===== src/rtl/ramp_pkg.sv =====
// Shared types and helpers for the ramp sweep generator.
package ramp_pkg;

    typedef enum logic [1:0] {
        IDLE = 2'd0,
        UP   = 2'd1,
        DOWN = 2'd2
    } sweep_state_t;

    typedef enum logic {
        SAWTOOTH = 1'b0,
        TRIANGLE = 1'b1
    } sweep_mode_t;

    // Largest duty code representable in a width-bit counter.
    function automatic int unsigned duty_max(input int unsigned width);
        return (32'd1 << width) - 32'd1;
    endfunction

endpackage


===== src/rtl/ramp_sweep_generator_pwm_core.sv =====
// PWM period counter with wrap strobe and registered duty compare.
module pwm_core #(
    parameter int unsigned WIDTH = 8
) (
    input  logic             clk,
    input  logic             rst_n,
    input  logic             clr_i,
    input  logic [WIDTH-1:0] duty_i,
    output logic             wrap_c,
    output logic             pwm_o
);

    logic [WIDTH-1:0] cnt_q;
    logic [WIDTH-1:0] cnt_d;

    always_comb begin
        cnt_d = cnt_q + WIDTH'(1);
        if (clr_i) begin
            cnt_d = '0;
        end
    end

    assign wrap_c = (cnt_q == '1);

    always_ff @(posedge clk or negedge rst_n) begin
        if (!rst_n) begin
            cnt_q <= '0;
            pwm_o <= 1'b0;
        end else begin
            cnt_q <= cnt_d;
            pwm_o <= (cnt_q < duty_i);
        end
    end

endmodule


===== src/rtl/ramp_sweep_generator.sv =====
// Sawtooth/triangle duty-code sweeper driving a PWM output and an R2R DAC code,
// with sweep start/done strobes aligned to the registered outputs.
module ramp_sweep_generator
    import ramp_pkg::*;
#(
    parameter int unsigned WIDTH        = 8,
    parameter int unsigned HOLD_PERIODS = 4
) (
    input  logic             clk,
    input  logic             reset,
    input  logic             enable,
    input  logic             triangle_mode,
    output logic             pwm_out,
    output logic [WIDTH-1:0] r2r_out,
    output logic [WIDTH-1:0] current_duty_cycle,
    output logic             sweep_start,
    output logic             sweep_done
);

    localparam int unsigned      HOLD_W    = (HOLD_PERIODS > 1) ? $clog2(HOLD_PERIODS) : 1;
    localparam logic [WIDTH-1:0] DUTY_MAX  = WIDTH'(duty_max(WIDTH));
    localparam logic [HOLD_W-1:0] HOLD_LAST = HOLD_W'(HOLD_PERIODS - 1);

    sweep_state_t      state_q, state_d;
    sweep_mode_t       mode_q, mode_d;
    logic [WIDTH-1:0]  duty_q, duty_d;
    logic [HOLD_W-1:0] hold_q, hold_d;
    logic              first_q, first_d;
    logic [WIDTH-1:0]  code_q;
    logic              start_q, done_q;
    logic              wrap_c, step_c, clr_c, done_c;

    pwm_core #(
        .WIDTH (WIDTH)
    ) u_pwm_core (
        .clk    (clk),
        .rst_n  (reset),
        .clr_i  (clr_c),
        .duty_i (duty_q),
        .wrap_c (wrap_c),
        .pwm_o  (pwm_out)
    );

    assign step_c = wrap_c && (hold_q == HOLD_LAST);

    // Sweep FSM: duty only moves on a PWM period boundary after the final hold.
    always_comb begin
        state_d = state_q;
        mode_d  = mode_q;
        duty_d  = duty_q;
        hold_d  = hold_q;
        first_d = 1'b0;
        done_c  = 1'b0;

        case (state_q)
            IDLE: begin
                if (enable) begin
                    state_d = UP;
                    mode_d  = sweep_mode_t'(triangle_mode);
                    first_d = 1'b1;
                end
            end
            UP: begin
                if (step_c) begin
                    if (duty_q != DUTY_MAX) begin
                        duty_d = duty_q + WIDTH'(1);
                    end else if (mode_q == TRIANGLE) begin
                        state_d = DOWN;
                        duty_d  = DUTY_MAX - WIDTH'(1);
                    end else begin
                        duty_d  = '0;
                        done_c  = 1'b1;
                        first_d = 1'b1;
                        mode_d  = sweep_mode_t'(triangle_mode);
                    end
                end
            end
            DOWN: begin
                if (step_c) begin
                    if (duty_q != '0) begin
                        duty_d = duty_q - WIDTH'(1);
                    end else begin
                        state_d = UP;
                        duty_d  = WIDTH'(1);
                        done_c  = 1'b1;
                        first_d = 1'b1;
                        mode_d  = sweep_mode_t'(triangle_mode);
                    end
                end
            end
            default: begin
                state_d = IDLE;
            end
        endcase

        if ((state_q != IDLE) && wrap_c) begin
            hold_d = step_c ? '0 : hold_q + HOLD_W'(1);
        end

        // Dropping enable aborts the sweep silently and clears all progress.
        if ((state_q != IDLE) && !enable) begin
            state_d = IDLE;
            mode_d  = mode_q;
            duty_d  = '0;
            hold_d  = '0;
            first_d = 1'b0;
            done_c  = 1'b0;
        end

        clr_c = (state_q == IDLE) || (state_d == IDLE);
    end

    always_ff @(posedge clk or negedge reset) begin
        if (!reset) begin
            state_q <= IDLE;
            mode_q  <= SAWTOOTH;
            duty_q  <= '0;
            hold_q  <= '0;
            first_q <= 1'b0;
        end else begin
            state_q <= state_d;
            mode_q  <= mode_d;
            duty_q  <= duty_d;
            hold_q  <= hold_d;
            first_q <= first_d;
        end
    end

    // Output stage shares the one-clock delay of the registered PWM compare.
    always_ff @(posedge clk or negedge reset) begin
        if (!reset) begin
            code_q  <= '0;
            start_q <= 1'b0;
            done_q  <= 1'b0;
        end else begin
            code_q  <= duty_q;
            start_q <= first_q && (state_q != IDLE);
            done_q  <= done_c;
        end
    end

    assign current_duty_cycle = code_q;
    assign r2r_out            = code_q;
    assign sweep_start        = start_q;
    assign sweep_done         = done_q;

endmodule

===== config.mk =====
export PLATFORM = sky130hd
export DESIGN_NAME = ramp_sweep_generator
export DESIGN_NICKNAME = d
export VERILOG_FILES = /design/src/rtl/ramp_pkg.sv /design/src/rtl/ramp_sweep_generator_pwm_core.sv /design/src/rtl/ramp_sweep_generator.sv
export SDC_FILE = /design/constraint.sdc
export NUM_CORES = 1
export LEC_CHECK = 0
export BUFFER_PORTS_ARGS = -buffer_cell sky130_fd_sc_hd__buf_2
export CORE_ASPECT_RATIO = 1.25
export CORE_UTILIZATION = 63
export CTS_CLUSTER_DIAMETER = 30
export DETAILED_ROUTE_END_ITERATION = 12
export MAX_ROUTING_LAYER = met4
export PLACE_DENSITY = 0.85
export SLEW_MARGIN = 40
export SYNTH_ARGS = -nofsm -noshare
export SYNTH_HDL_FRONTEND = slang
export SYNTH_HIERARCHICAL = 1
export SYNTH_SLANG_ARGS = --single-unit

===== constraint.sdc =====
create_clock -name clk -period 3.7 [get_ports clk]
set_input_delay 0.74 -clock clk [delete_from_list [all_inputs] [get_ports clk]]
set_output_delay 0.74 -clock clk [all_outputs]
set_load 0.02 [all_outputs]

# Yosys cells after proc, flatten, opt, wreduce, memory -nomap -nowiden
# Cells that the tools add are included.
[totals]
out_inout_bits = 19
ff_bits = 33
[classes]
n_lt_le_gt_ge = 1
addsub = 4
muxes = 36
n_eq_ne = 12
reduce_logical = 15
bitwise = 1
[ops]
columns = ["cell", "count"]
rows = [
  ["$mux W8", 7],
  ["$mux W2", 10],
  ["$add A8 B1 Y8 const B", 2],
  ["$pmux W8 S2", 1],
  ["$mux W1", 14],
  ["$ne A2 B2 Y1 const B", 5],
  ["$eq A8 B8 Y1 const B", 1],
  ["$lt A8 B8 Y1", 1],
  ["$ne A8 B8 Y1 const B", 1],
  ["$reduce_bool A8 Y1", 1],
  ["$sub A8 B1 Y8 const B", 1],
  ["$reduce_and A7 Y1", 1],
  ["$ne A3 B3 Y1 const B", 2],
  ["$pmux W1 S3", 2],
  ["$pmux W2 S3", 1],
  ["$reduce_bool A3 Y1", 2],
  ["$eq A2 B2 Y1 const B", 2],
  ["$logic_and A1 B1 Y1", 4],
  ["$logic_not A2 Y1", 2],
  ["$reduce_bool A2 Y1", 2],
  ["$reduce_and A3 Y1", 1],
  ["$add A2 B1 Y2 const B", 1],
  ["$eq A2 B1 Y1 const B", 1],
  ["$pmux W1 S2", 1],
  ["other kinds (3)", 3],
]

# Longest topological paths before layout
# Gate-level depths: netlist (run 1).
[logic_depth]
depth_word = 8
ltp_mapped = 12
ltp_nobuf = 11

# Hierarchy
# The synthesis (run 1) kept the hierarchy.
[modules_own_cells]
columns = ["module", "n_inst", "cells_per_inst", "area_each_um2", "seq_area_each_um2"]
rows = [
  ["ramp_sweep_generator", 1, 169, 1619.1, 600.6],
  ["pwm_core", 1, 63, 574.3, 225.2],
]

# Least setup slack after synthesis (run 1)
# No wires, ideal clock.
[synth_timing]
path_kind = "register to register"
startpoint = "register u_pwm_core.cnt_q[0]"
endpoint = "register u_pwm_core.cnt_q[6]"
path_buffers = 1
t_required_ns = 3.575
arrival_time_ns = 2.180
slack_ns = 1.395
stages_incl_launch_ff = 13
path_cell_list = "dfrtp_1 -> ha_1 -> inv_1 -> nor2_1 -> and3_1 -> nand2_1 -> nand4bb_1 -> a32oi_1 -> nor2_1 -> o21ai_1 -> buf_6 -> nor2_1 -> mux2_2"
[synth_between]
elab_chain_len = 8
elab_cells_between_ends = 10
[synth_rtl]
columns = ["item", "line_no", "source"]
rows = [
  ["start, declared", "ramp_sweep_generator_pwm_core.sv:13", "logic [WIDTH-1:0] cnt_q;"],
  ["start signal, assigned", "ramp_sweep_generator_pwm_core.sv:30", "cnt_q <= cnt_d;"],
  ["$eq A8 B8 Y1 (*)", "ramp_sweep_generator_pwm_core.sv:23", "assign wrap_c = (cnt_q == '1);"],
  ["net wrap_c", "ramp_sweep_generator.sv:31", "logic wrap_c, step_c, clr_c, done_c;"],
  ["$logic_and A1 B1 Y1 (*)", "ramp_sweep_generator.sv:44", "assign step_c = wrap_c && (hold_q == HOLD_LAST);"],
  ["$mux W2 (on tied branches)", "ramp_sweep_generator.sv:79, ramp_sweep_generator.sv:64", ""],
  ["$pmux W2 S3 (*)", "ramp_sweep_generator.sv:55", "case (state_q)"],
  ["$mux W2 (*)", "ramp_sweep_generator.sv:101", "if ((state_q != IDLE) && !enable) begin"],
  ["$logic_not A2 Y1 (*)", "ramp_sweep_generator.sv:110", "clr_c = (state_q == IDLE) || (state_d == IDLE);"],
  ["$logic_or A1 B1 Y1 (*)", "ramp_sweep_generator.sv:110", ""],
  ["net clr_c", "ramp_sweep_generator.sv:31", ""],
  ["$mux W8 (*)", "ramp_sweep_generator_pwm_core.sv:18", "if (clr_i) begin"],
  ["net u_pwm_core.cnt_d[6]", "ramp_sweep_generator_pwm_core.sv:14", "logic [WIDTH-1:0] cnt_d;"],
]
# Mark *: on every way through the listed nets, which the timed path passes. The rest lies on a longest branch.
# A chain may end at the register's enable or synchronous reset.

# Worst setup path after layout (run 1)
# Same ends and word-level chain as after synthesis.

==> summary.md, run 1 <==
| Metric | Value |
|---|---|
| Placed insts | 273 |
| Grt ovf | 0 |
| Worst Setup End Kind | register |
| Slew HR | 0.574 |
| Cell Area, Placed | 0.00221 mm² |
| Syn nets | 253 |
| WP buf/inv | 1 |
| Total GRT Usage | 0.287 |
| #FFs+latches synth | 33 |
| CP max-delay cell | o21ai_1 |
| Row cnt | 23 |
| Number of setup violations in the final report | 0 |
| Initial Util | 0.674 |
| CTS tree | done |
| Clock Tree Buf Depth | 2 |
| Top-area cell type share of the netlist area | 0.376 |
| Clock slew at reported path FFs | 70 ps |
| Post-CTS Setup Inserts | 0 |
| Most Frequent Cell on Critical Path | nor2_1 |
| CP max FO | 9 |
| Area grow syn2layout | 4.62% |
| Area contributors post-synth | dfrtp_1, ha_1, a21oi_1 |
| Final Power | 1.46 mW |
| Status | finished, final reports clean |
| CP startpoint kind | register |
| Top_reg_cell synth | dfrtp_1 |
| Mapped Cells | 232 |
| Sum Neg Setup Slack | 0 ps |
| Number of remaining DRC errors | 0 |
| Clk sinks | 33 |
| Post-DRT Antenna Nets | 0 |
| Leak Pwr | 1.06 nW |
| Worst Tran Pin Value | 630 ps |
| CP Cell Sequence | ha_1 -> inv_1 -> nor2_1 -> and3_1 -> nand2_1 -> nand4bb_1 -> a32oi_1 -> nor2_1 -> o21ai_1 -> nor2b_1 -> mux2_2 |
| Mapped Area | 0.00219 mm² |
| # IOs | 23 |
| Chip width | 54.8 µm |
| Final Cycle Share | 0.764 |
| Gpl congestion | 0.934 |
| Die Y-Extent | 68.0 µm |
| WS Path Type | reg2reg |
| HPWL Detailed | 3160 µm |
| Hold Crit Class | in2async |
| CP delay by family, top | simple AND/OR/NAND/NOR gates |
| Pre-Repair DR Iteration Count | 4 |
| Syn avg cell area | 9.45 µm² |
| Core area | 0.00325 mm² |
| Fin. Hold Viols | 0 |
| Via density per instance | 6.33 |
| Seq/Total Area, Yosys | 0.376 |
| Required @ worst endpoint | 3860 ps |
| CTS H-tree depth | 2 |
| Initial antenna violation count | 0 |
| Critical Path Max Stage Delay | 470 ps |
| Global-route wire length before repair | 7460 µm |
| Final Non-Filler Cells | 281 |
| Largest net degree at the start of global routing | 34 |
| Final min period | 2830 ps |
| Final Util | 0.706 |
| Max-cap violations | 0 |
| Routed length per instance | 16.0 µm |
| Worst-skew pair later-pin latency | 280 ps |
| PostCTS Resize Cnt | 0 |
| RSZ-0062 raised after global routing | false |
| Fmax | 354 MHz |
| Share of cells above drive strength 1 | 0.168 |
| Via count | 1780 |
| PortBufs | 22 |
| CTS Buf Count | 5 |
| Post-synth EDFFs | 0 |
| Most frequent cells in the layout | dfrtp_1, buf_2, inv_1, ha_1, nor2_1 |
| Root buffer cell | clkbuf_8 |
| Number of global-route vias before repair | 1661 |
| PwrDens | 638 mW/mm² |
| Worst EP arrival | 2990 ps |
| Drt total wl | 4490 µm |
| Distinct cell type count after synthesis | 64 |
| Async SR Flop Fraction | 1.00 |
| Yosys top cell by area | dfrtp_1 |
| CTS Hold Bufs | 0 |
| Fin. max-slew vios | 0 |
| YS warnings | 6 |
| Commonest non-fill, non-tap cell in the layout | dfrtp_1 |
| Worst vdd ir | 0.000615 V |
| Antenna Cells | 0 |
| Post-Layout Inst Area | 0.00229 mm² |
| Clock Skews | 9.17 ps |
| Nets | 264 |
| DRT iter0 DRCs | 109 |
| Die area | 0.00372 mm² |
[flip-flops by register name, indices dropped and copies added (netlist names), 2 cells and up]
register / flops
duty_q: 8
u_pwm_core/cnt_q: 8
current_duty_cycle: 8
hold_q: 2
state_q: 2
[Yosys cell counts (2+ instances only)]
library cell and count:
dfrtp_1 33, o22ai_1 3, nor2_1 16, nand2_1 15
xnor2_1 4, clkbuf_1 3, nor4b_1 2, o21ai_0 13
xor2_1 2, nand4_1 3, inv_1 17, nor3_1 6
a32oi_1 2, and2_1 2, buf_4 8, nor3b_1 2
and3_1 4, ha_1 17, buf_6 4, and4_1 2
a21oi_1 13, nor2b_1 8, nand3_1 11, or3_1 2
[cell families after synthesis]
kind of cell | count (synthesis) | share of synthesized area
adders and majority gates | 17 | 0.0970
and+or+nand+nor | 83 | 0.210
xor gates and xnor gates | 6 | 0.0240
buffers and inverters | 35 | 0.0930
DFF | 33 | 0.376
muxes | 2 | 0.00970
AOI/OAI and AO/OA | 56 | 0.189
[layer usage]
layer | share of wire | track usage | wire (µm)
met5 | 0 | - | 0
met3 | 0.050 | 0.0489 | 226
met4 | 0.020 | 0.135 | 88
met1 | 0.43 | 0.355 | 1930
met2 | 0.50 | 0.446 | 2250
[worst paths after layout]
path / slack [ps] / cells past startpoint / from / to
max: 870 / 11 / u_pwm_core/cnt_q[0]$_DFF_PN0_ / u_pwm_core/cnt_q[6]$_DFF_PN0_
min: 390 / 1 / reset / duty_q[4]$_DFFE_PN0P_
max reg2reg: 870 / 11 / u_pwm_core/cnt_q[0]$_DFF_PN0_ / u_pwm_core/cnt_q[6]$_DFF_PN0_
min reg2reg: 460 / 1 / first_q$_DFF_PN0_ / sweep_start$_DFF_PN0_
max in group asynchronous: 3000 / 1 / reset / sweep_start$_DFF_PN0_
min in group clk: 460 / 1 / first_q$_DFF_PN0_ / sweep_start$_DFF_PN0_
[metrics by stage]
stage | hold slack, ps | worst slack [ps]
3_5_place_dp | 453 | 893
2_1_floorplan | 406 | 1390
5_1_grt | 424 | 517
6_report | 388 | 872
4_1_cts | 468 | 866
3_3_place_gp | 448 | 1020
[report_power, final]
part           internal, mW  switching, mW
logic                 0.256          0.414
clock network         0.130          0.127
registers             0.435          0.101
total                 0.821          0.642
[cell type report]
cell class,instances,area (µm²)
Clock buffer,6,72.6
Clock inverter,2,10.0
Fill cell,264,957
Inverter,17,63.8
Multi-Input combinational cell,164,1160
Sequential cell,33,826
Tap cell,37,46.3
Timing Repair Buffer,22,113
Note: power is estimated with default switching activity, not from simulation.
==> inputs of run 2 (changes only) <==
- ABC_AREA: default -> 1
- CORE_UTILIZATION: 63 -> 53
- PLACE_DENSITY: 0.85 -> 0.76
- clock period: 3.7 -> 2.55 ns (I/O delays scaled with it)
==> run 2 against run 1 <==
Effect of this change:
- sequential share of layout area fell by 0.67 points
- sequential power rose by 35%
- synthesized area fell by 3.8%
- routed wire length fell by 8.5%
- design area rose by 1.9%
- fmax rose by 24%
- largest cell class unchanged
- largest power group unchanged
==> summary.md, run 2 <==
| Metric | Value |
|---|---|
| Clock Tree Buf Depth | 2 (unchanged) |
| Antenna Cells | 0 (unchanged) |
| Mapped Area | 0.00211 mm² (was 0.00219 mm²) |
| PortBufs | 22 (unchanged) |
| HPWL Detailed | 3140 µm (was 3160 µm) |
| Number of global-route vias before repair | 1628 (was 1661) |
| Async SR Flop Fraction | 1.00 (unchanged) |
| Root buffer cell | clkbuf_8 (unchanged) |
| Leak Pwr | 1.27 nW (was 1.06 nW) |
| R2r worst-path depth | 17 (was 11) |
| Row cnt | 25 (was 23) |
| Mapped Cells | 276 (was 232) |
| Grt ovf | 0 (unchanged) |
| Total GRT Usage | 0.217 (was 0.287) |
| Worst vdd ir | 0.000464 V (was 0.000615 V) |
| Worst Setup End Kind | register (unchanged) |
| Sum Neg Setup Slack | 0 ps (unchanged) |
| PwrDens | 878 mW/mm² (was 638 mW/mm²) |
| Cell depth of the worst setup path | 17 (was 11) |
| Commonest non-fill, non-tap cell in the layout | nand2_1 (was dfrtp_1) |
| # IOs | 23 (unchanged) |
| Routed length per instance | 11.7 µm (was 16.0 µm) |
| Drt total wl | 4110 µm (was 4490 µm) |
| Core area | 0.00378 mm² (was 0.00325 mm²) |
| Syn avg cell area | 7.64 µm² (was 9.45 µm²) |
| R2R setup slack | 280 ps (was 870 ps) |
| Clock slew at reported path FFs | 70 ps (about the same) |
| CTS H-tree depth | 2 (unchanged) |
| Share of cells above drive strength 1 | 0.164 (was 0.168) |
| Slew HR | 0.523 (was 0.574) |
| Most Frequent Cell on Critical Path | nand2_1 (was nor2_1) |
| Initial antenna violation count | 0 (unchanged) |
| Final min period | 2270 ps (was 2830 ps) |
| Critical Path Max Stage Delay | 400 ps (was 470 ps) |
| DP Worst Slack | 217 ps (was 893 ps) |
| Clk sinks | 33 (unchanged) |
| Seq/Total Area, Yosys | 0.391 (was 0.376) |
| #FFs+latches synth | 33 (unchanged) |
| WS Path Type | reg2reg (unchanged) |
| Pre-Repair DR Iteration Count | 4 (unchanged) |
| Top-area cell type share of the netlist area | 0.391 (was 0.376) |
| CTS Hold Bufs | 0 (unchanged) |
| Most frequent cells in the layout | nand2_1, inv_1, dfrtp_1, nor2_1, buf_2 (was dfrtp_1, buf_2, inv_1, ha_1, nor2_1) |
| Final Util | 0.618 (was 0.706) |
| Chip width | 58.4 µm (was 54.8 µm) |
| Max-cap violations | 0 (unchanged) |
| Via count | 1746 (was 1780) |
| Yosys top cell by area | dfrtp_1 (unchanged) |
| YS warnings | 6 (unchanged) |
| Largest net degree at the start of global routing | 34 (unchanged) |
| CP Cell Sequence | ha_1 -> nand2_1 -> nor2_2 -> nand2_1 -> nor2_2 -> nand2_1 -> inv_1 -> nand3_1 -> nand2_1 -> nand2_1 -> nand2_1 -> nand2_1 -> nand2_1 -> nand2_1 -> inv_2 -> o21ai_0 -> nor2_1 (was ha_1 -> inv_1 -> nor2_1 -> and3_1 -> nand2_1 -> nand4bb_1 -> a32oi_1 -> nor2_1 -> o21ai_1 -> nor2b_1 -> mux2_2) |
| Worst-skew pair later-pin latency | 280 ps (about the same) |
| Cell Area, Placed | 0.00221 mm² (about the same) |
| Top_reg_cell synth | dfrtp_1 (unchanged) |
| Distinct cell type count after synthesis | 25 (was 64) |
| Status | finished, final reports clean (unchanged) |
| Number of setup violations in the final report | 0 (unchanged) |
| Area grow syn2layout | 10.9% (was 4.62%) |
| Post-DRT Antenna Nets | 0 (unchanged) |
| DRT iter0 DRCs | 37 (was 109) |
| Post-synth EDFFs | 0 (unchanged) |
| Initial Util | 0.557 (was 0.674) |
| CP delay by family, top | simple AND/OR/NAND/NOR gates (unchanged) |
| CP startpoint kind | register (unchanged) |
| PnR worst setup slack | 276 ps (was 872 ps) |
| Required @ worst endpoint | 2760 ps (was 3860 ps) |
| Synth top cells by count | nand2_1, inv_1, dfrtp_1 (was dfrtp_1, ha_1, inv_1) |
| RSZ-0062 raised after global routing | false (unchanged) |
| Hold Crit Class | in2async (unchanged) |
| Final Power | 2.05 mW (was 1.46 mW) |
| WP buf/inv | 2 (was 1) |
| CP max FO | 6 (was 9) |
| Fin. max-slew vios | 0 (unchanged) |
| Syn nets | 297 (was 253) |
| Fin. Hold Viols | 0 (unchanged) |
| Global-route wire length before repair | 6780 µm (was 7460 µm) |
| Nets | 318 (was 264) |
| Number of remaining DRC errors | 0 (unchanged) |
| Final Cycle Share | 0.892 (was 0.764) |
| Fmax | 440 MHz (was 354 MHz) |
| Gpl congestion | 0.932 (was 0.934) |
| Die Y-Extent | 72.5 µm (was 68.0 µm) |
| Worst EP arrival | 2490 ps (was 2990 ps) |
| Area contributors post-synth | dfrtp_1, nand2_1, ha_1 (was dfrtp_1, ha_1, a21oi_1) |
| Area occupied by multi-input gates | 0.00104 mm² (was 0.00116 mm²) |
| CTS tree | done (unchanged) |
| Via density per instance | 4.96 (was 6.33) |
| Die area | 0.00424 mm² (was 0.00372 mm²) |
| CTS Buf Count | 5 (unchanged) |
| Filler cell count in the final layout | 334 (was 264) |
| Worst Tran Pin Value | 715 ps (was 630 ps) |
| Clock Skews | 4.51 ps (was 9.17 ps) |
| CP max-delay cell | dfrtp_1 (was o21ai_1) |
| Post-Layout Inst Area | 0.00234 mm² (was 0.00229 mm²) |
| Top-count cell post-synth | nand2_1 (was dfrtp_1) |
| Reg area | 826 µm² (unchanged) |
run 2: cell types whose count changed after synthesis, moves of 3 or more:
cell / before / now
and3_1: 4 / 0
clkbuf_1: 3 / 0
inv_1: 17 / 38
inv_2: 0 / 3
nand2_1: 15 / 77
nand2_2: 0 / 3
nor2_1: 16 / 25
nor2_2: 0 / 4
nor2b_1: 8 / 0
nor3_1: 6 / 3
xnor2_1: 4 / 1
run 2: kinds of logic (layout without fill, tap and decap cells):
kind of cell               Yosys count  count (layout)  synth area share
adders and majority gates           17              17             0.101
xor gates and xnor gates             5               5            0.0208
DFF                                 33              33             0.391
AOI/OAI and AO/OA                   37              37             0.103
and+or+nand+nor                    132             132             0.268
buffers and inverters               52              74             0.116
run 2: cell type report:
cell class / instances / share of cell area
Multi-Input combinational cell: 191 / 0.446
Sequential cell: 33 / 0.353
Inverter: 41 / 0.0658
Timing Repair Buffer: 25 / 0.0567
Clock buffer: 7 / 0.0369
Tap cell: 54 / 0.0289
Clock inverter: 1 / 0.0128
run 2: report_power, final:
group | switching, mW | total [mW] | leakage [nW] | internal [mW]
clock | 0.185 | 0.503 | 0.0585 | 0.318
combinational | 0.534 | 0.827 | 0.763 | 0.293
sequential | 0.108 | 0.724 | 0.445 | 0.616
run 2: final timing paths:
kind,end,from
hold reg to reg,sweep_start$_DFF_PN0_,first_q$_DFF_PN0_
max in group asynchronous,current_duty_cycle[0]$_DFF_PN0_,reset
min in group clk,sweep_start$_DFF_PN0_,first_q$_DFF_PN0_
setup reg to reg,u_pwm_core/cnt_q[4]$_DFF_PN0_,u_pwm_core/cnt_q[0]$_DFF_PN0_
setup / recovery,u_pwm_core/cnt_q[4]$_DFF_PN0_,u_pwm_core/cnt_q[0]$_DFF_PN0_
hold / removal,u_pwm_core/cnt_q[7]$_DFF_PN0_,reset
run 2: metal layers:
layer,track usage,vias up,part of all wire
li1,-,901,-
met1,0.235,795,0.44
met2,0.386,42,0.51
met3,0.0446,8,0.031
met4,0.0820,0,0.014
met5,-,-,0
run 2: timing repair:
action                     in CTS  in global routing
hold endpoints to repair        0                  0
resized for setup               0                  2
setup endpoints to repair       0                  6
setup buffers                   0                  1
run 2: per-stage QoR:
stage,hold slack (ps),cells
2_1_floorplan,214,276
3_5_place_dp,453,343
6_report,275,352
5_1_grt,336,352
3_3_place_gp,445,343
4_1_cts,295,351
